[src/rtl/dds_pwm_dac.sv]
// dds_pwm_dac: PWM DAC stage behind the DDS sine generator.
//
// Accepts signed DW-bit samples through a valid/ready handshake into a
// one-entry holding register. The held sample is converted to offset binary
// and becomes the applied duty only at a PWM period boundary, so the output
// never changes duty mid-period. A boundary with nothing held leaves the duty
// unchanged and raises a sticky underrun flag.
//
// Ports:
//   clk          clock, all state on rising edge
//   rst          asynchronous active-high reset
//   en           run enable for prescaler, counter and PWM output
//   in_data      signed sample, two's complement
//   in_valid     in_data valid
//   in_ready     holding register empty (combinational)
//   pwm_out      registered PWM output
//   period_start one-cycle pulse on the first cycle of each period
//   duty         currently applied duty, offset binary
//   underrun     sticky flag: boundary reached with no held sample
//   underrun_clr synchronous clear of underrun (a same-cycle set wins)
module dds_pwm_dac #(
  parameter int DW       = 8,
  parameter int PRESCALE = 1
) (
  input  logic          clk,
  input  logic          rst,
  input  logic          en,
  input  logic [DW-1:0] in_data,
  input  logic          in_valid,
  output logic          in_ready,
  output logic          pwm_out,
  output logic          period_start,
  output logic [DW-1:0] duty,
  output logic          underrun,
  input  logic          underrun_clr
);

  localparam int            PSW      = (PRESCALE > 1) ? $clog2(PRESCALE) : 1;
  localparam logic [PSW-1:0] PS_LAST = PSW'(PRESCALE - 1);
  localparam logic [PSW-1:0] PS_ZERO = PSW'(0);
  localparam logic [PSW-1:0] PS_ONE  = PSW'(1);
  localparam logic [DW-1:0]  CNT_LAST = {DW{1'b1}};
  localparam logic [DW-1:0]  CNT_ZERO = {DW{1'b0}};
  localparam logic [DW-1:0]  CNT_ONE  = DW'(1);
  localparam logic [DW-1:0]  DUTY_MID = {1'b1, {(DW-1){1'b0}}};

  // Two's complement to offset binary: flipping the sign bit maps the most
  // negative sample to 0 and the most positive to all-ones.
  function automatic logic [DW-1:0] to_offset(input logic [DW-1:0] s);
    return {~s[DW-1], s[DW-2:0]};
  endfunction

  logic [PSW-1:0] r_ps_cnt;
  logic [DW-1:0]  r_cnt;
  logic [DW-1:0]  r_duty;
  logic [DW-1:0]  r_hold_data;
  logic           r_hold_valid;
  logic           r_pwm;
  logic           r_period_start;
  logic           r_underrun;

  logic w_tick;
  logic w_boundary;
  logic w_accept;

  assign w_tick     = en && (r_ps_cnt == PS_LAST);
  assign w_boundary = w_tick && (r_cnt == CNT_LAST);
  // Accept and boundary-commit are mutually exclusive: one needs the holding
  // register empty, the other needs it full.
  assign w_accept   = in_valid && !r_hold_valid;

  assign in_ready     = !r_hold_valid;
  assign pwm_out      = r_pwm;
  assign period_start = r_period_start;
  assign duty         = r_duty;
  assign underrun     = r_underrun;

  // Prescaler: divides the enabled clock down to PWM ticks.
  always_ff @(posedge clk or posedge rst) begin
    if (rst) begin
      r_ps_cnt <= PS_ZERO;
    end else if (en) begin
      if (r_ps_cnt == PS_LAST) begin
        r_ps_cnt <= PS_ZERO;
      end else begin
        r_ps_cnt <= r_ps_cnt + PS_ONE;
      end
    end
  end

  // Period counter: advances once per tick and wraps naturally at 2^DW.
  always_ff @(posedge clk or posedge rst) begin
    if (rst) begin
      r_cnt <= CNT_ZERO;
    end else if (w_tick) begin
      r_cnt <= r_cnt + CNT_ONE;
    end
  end

  // Holding register and duty commit at period boundaries.
  always_ff @(posedge clk or posedge rst) begin
    if (rst) begin
      r_hold_valid <= 1'b0;
      r_hold_data  <= CNT_ZERO;
      r_duty       <= DUTY_MID;
    end else if (w_boundary && r_hold_valid) begin
      r_duty       <= r_hold_data;
      r_hold_valid <= 1'b0;
    end else if (w_accept) begin
      r_hold_data  <= to_offset(in_data);
      r_hold_valid <= 1'b1;
    end
  end

  // Sticky underrun: an empty boundary takes priority over the clear.
  always_ff @(posedge clk or posedge rst) begin
    if (rst) begin
      r_underrun <= 1'b0;
    end else if (w_boundary && !r_hold_valid) begin
      r_underrun <= 1'b1;
    end else if (underrun_clr) begin
      r_underrun <= 1'b0;
    end
  end

  // Registered PWM compare and period-start pulse (one clock behind cnt).
  always_ff @(posedge clk or posedge rst) begin
    if (rst) begin
      r_pwm          <= 1'b0;
      r_period_start <= 1'b0;
    end else begin
      r_pwm          <= en && (r_cnt < r_duty);
      r_period_start <= w_boundary;
    end
  end

endmodule

[config.mk]
export PLATFORM = sky130hd
export DESIGN_NAME = dds_pwm_dac
export DESIGN_NICKNAME = d
export VERILOG_FILES = /design/src/rtl/dds_pwm_dac.sv
export SDC_FILE = /design/constraint.sdc
export NUM_CORES = 1
export LEC_CHECK = 0
export ABC_AREA = 1
export ABC_CLOCK_PERIOD_IN_PS = 2800
export BUFFER_PORTS_ARGS = -buffer_cell sky130_fd_sc_hd__buf_2
export CAP_MARGIN = 0
export CORE_MARGIN = 2
export CORE_UTILIZATION = 55
export CTS_BUF_LIST = sky130_fd_sc_hd__clkbuf_2
export CTS_CLUSTER_SIZE = 24
export DETAILED_ROUTE_END_ITERATION = 6
export PLACE_DENSITY = 0.79
export SLEW_MARGIN = 20
export SYNTH_ARGS = -nofsm -noshare
export SYNTH_HDL_FRONTEND = slang
export SYNTH_SLANG_ARGS = --single-unit
export TNS_END_PERCENT = 10
[constraint.sdc]
create_clock -name clk -period 2.8 [get_ports clk]
set_input_delay 0.42 -clock clk [delete_from_list [all_inputs] [get_ports clk]]
set_output_delay 0.42 -clock clk [all_outputs]
set_load 0.005 [all_outputs]
==> results.toml <==
[outcome]
outcome = "completed"

[finish]
final_common_cell = "nand2_1"
multi_input_area_um2 = 528
nFillCells = 189
n_antenna_cell = 0
synthToLayoutAreaGrowth_pct = 13.1
seqCellArea_um2 = 702
drive_above_1_share = 0.270
layout_common_cells = "32 x nand2_1, 27 x dfrtp_1, 24 x buf_2"
finalInstanceArea_um2 = 1480
num-nets-final = 181

[floorplan]
num_io_pins = 25
core_um2 = 2230
die_area_um2 = 2780
dieHeight_um = 52.7
row_count = 17
initial_core_util = 0.584
die_x_um = 52.7

[timing]
clock.fmax_mhz = 620
period_share = 0.576
hold_violations = 0
tns_ps = 0
rsz0062_at_grt = "no"
slew_headroom = 0.364
worst_slack_ps = 1190
finalSetupViolations = 0
fin_crit_ps = 1610
final_max_slew_viol_count = 0
worst_pin_slew_ps = 949
finClkSkew_ps = 15.1

[setup_path]
crit_family = "flip-flops"
path_depth = 2
rrSetupSlack_ps = 1250
cp_num_buf_inv = 2
reg2reg_to = "r_hold_valid"
cp-start-kind = "flip-flop"
cpMaxStageDelayCell = "dfrtp_1"
crit_arrival_ps = 1190
slowest_delay_ps = 590
crit_path_end_kind = "primary output"
cp_max_fo = 11
r2r_start = "r_cnt[0]"
critPathKind = "flip-flop to primary output"
critical_path_required_ps = 2380
r2r_cells = 8
crit_path_cell_trace = "inv_1 > buf_2"

[routing]
via_per_inst = 4.98
finalWirelength_um = 2330
drt-initial-drc-count = 7
post_drt_wl_per_cell_um = 12.4
ant_nets = 0
drc = 0
num_vias = 932
first_pass_iters = 4

[logic_synthesis]
ys_seq_area_frac = 0.538
syn_area_um2 = 1310
synth_cell_types = 19
synth_cells = 132
avgSynthCellArea_um2 = 9.89
yosys_warnings = 0
synth.ff_latch_count = 28
synthesis.nets = 153

[power]
powerDensity_nw_per_um2 = 614
p_leak_nw = 0.824
ir_drop_mv = 0.407

[clocking]
root_buffer = "clkbuf_2"
ctsResizeCount = 0
tritoncts = "done"
cts_buffers = 3
max-clock-path-buffers = 2
ctsHtreeMaxLevel = 1
clock-sinks = 28
path_clk_slew_ps = 250
ctsHoldBuffers = 0
clock_latency_ps = 340
cts_setup_buffers = 0

[global_route]
grt_pass1_vias = 929
grt_max_degree = 29
antenna_found_initial = 0
grt_pass1_wl_um = 4030
grtUsageTotal = 0.205
overflow = 0

[placed_design]
dp_hpwl_um = 1840
io_buffers = 24
dpl_worst_slack_ps = 1290
routabilityCongestion = 0.833
place_area_um2 = 1460

[run]
drv_cap = 0

[hold_path]
min_path_type = "input pin to async pin"
how the worst max path moves through the flow:
| stage | startpoint | slack [ps] | endpoint |
|---|---|---|---|
| 2_1_floorplan | r_cnt[0] | 1520 | r_hold_valid |
| 3_3_place_gp | r_cnt[0] | 1370 | r_hold_valid |
| 3_5_place_dp | r_cnt[0] | 1290 | r_hold_valid |
| 4_1_cts | r_hold_valid | 1170 | in_ready |
| 5_1_grt | r_hold_valid | 1090 | in_ready |
| 6_report | r_hold_valid | 1190 | in_ready |
synth_stat cells:
cell type  count  share of area
nor2_1         5          0.014
nand3_2        1         0.0077
xor2_1         3          0.020
inv_2          1         0.0029
dfrtp_1       27           0.52
xnor2_1        3          0.020
nand3_1       14          0.054
a21oi_1        2         0.0077
ha_1           8          0.077
nand2_1       32          0.092
clkbuf_1       1         0.0029
o21ai_0        3          0.012
nor3_4         1          0.012
nand2_2        2         0.0096
nor2_2         1         0.0048
mux2_2         8          0.069
nand4_1        1         0.0048
dfstp_2        1          0.020
inv_1         18          0.052
where the power goes:
group          internal [W]  switching (W)
Sequential         0.000464      0.0000815
Clock             0.0000377       0.000108
Combinational      0.000106       0.000109
Total              0.000607       0.000299
cell type report:
type | count | area share
flip-flops and latches | 28 | 0.475
clock buffers | 4 | 0.0136
multi-input cells | 84 | 0.358
inverters | 19 | 0.0483
well taps | 28 | 0.0237
repair buffers | 24 | 0.0814
sequential cells by signal, indices dropped and copies added (netlist names):
| register | cells |
|---|---|
| duty | 8 |
| r_cnt | 8 |
| r_hold_data | 8 |
| period_start | 1 |
| pwm_out | 1 |
| r_hold_valid | 1 |
| underrun | 1 |
cells by family (layout without fill, tap and decap cells):
family,Yosys count,in the layout,synth area share
simple gates,57,57,0.199
flops,28,28,0.538
buf+inv,20,47,0.0575
fa+ha+maj,8,8,0.0767
mux,8,8,0.0690
xor+xnor,6,6,0.0403
compound gates,5,5,0.0192
metal layers:
metal	wire length, um	vias to the layer above	track usage	part of all wire
met1	1030	441	0.234	0.44
li1	-	477	-	-
met5	0	-	0	0
met4	26	0	0.0769	0.011
met2	1220	12	0.383	0.52
met3	47	2	0.0257	0.020
through the flow:
stage	util	cells	total power, W	hold WS, ps
after floorplan	-	132	0.000697	454
after global placement	0.652	183	0.000741	467
after detailed placement	0.652	183	0.000770	478
after CTS	0.661	187	0.000916	229
after global routing	0.661	187	0.000976	135
final	0.661	187	0.000906	121
(Power assumes the default switching activity.)
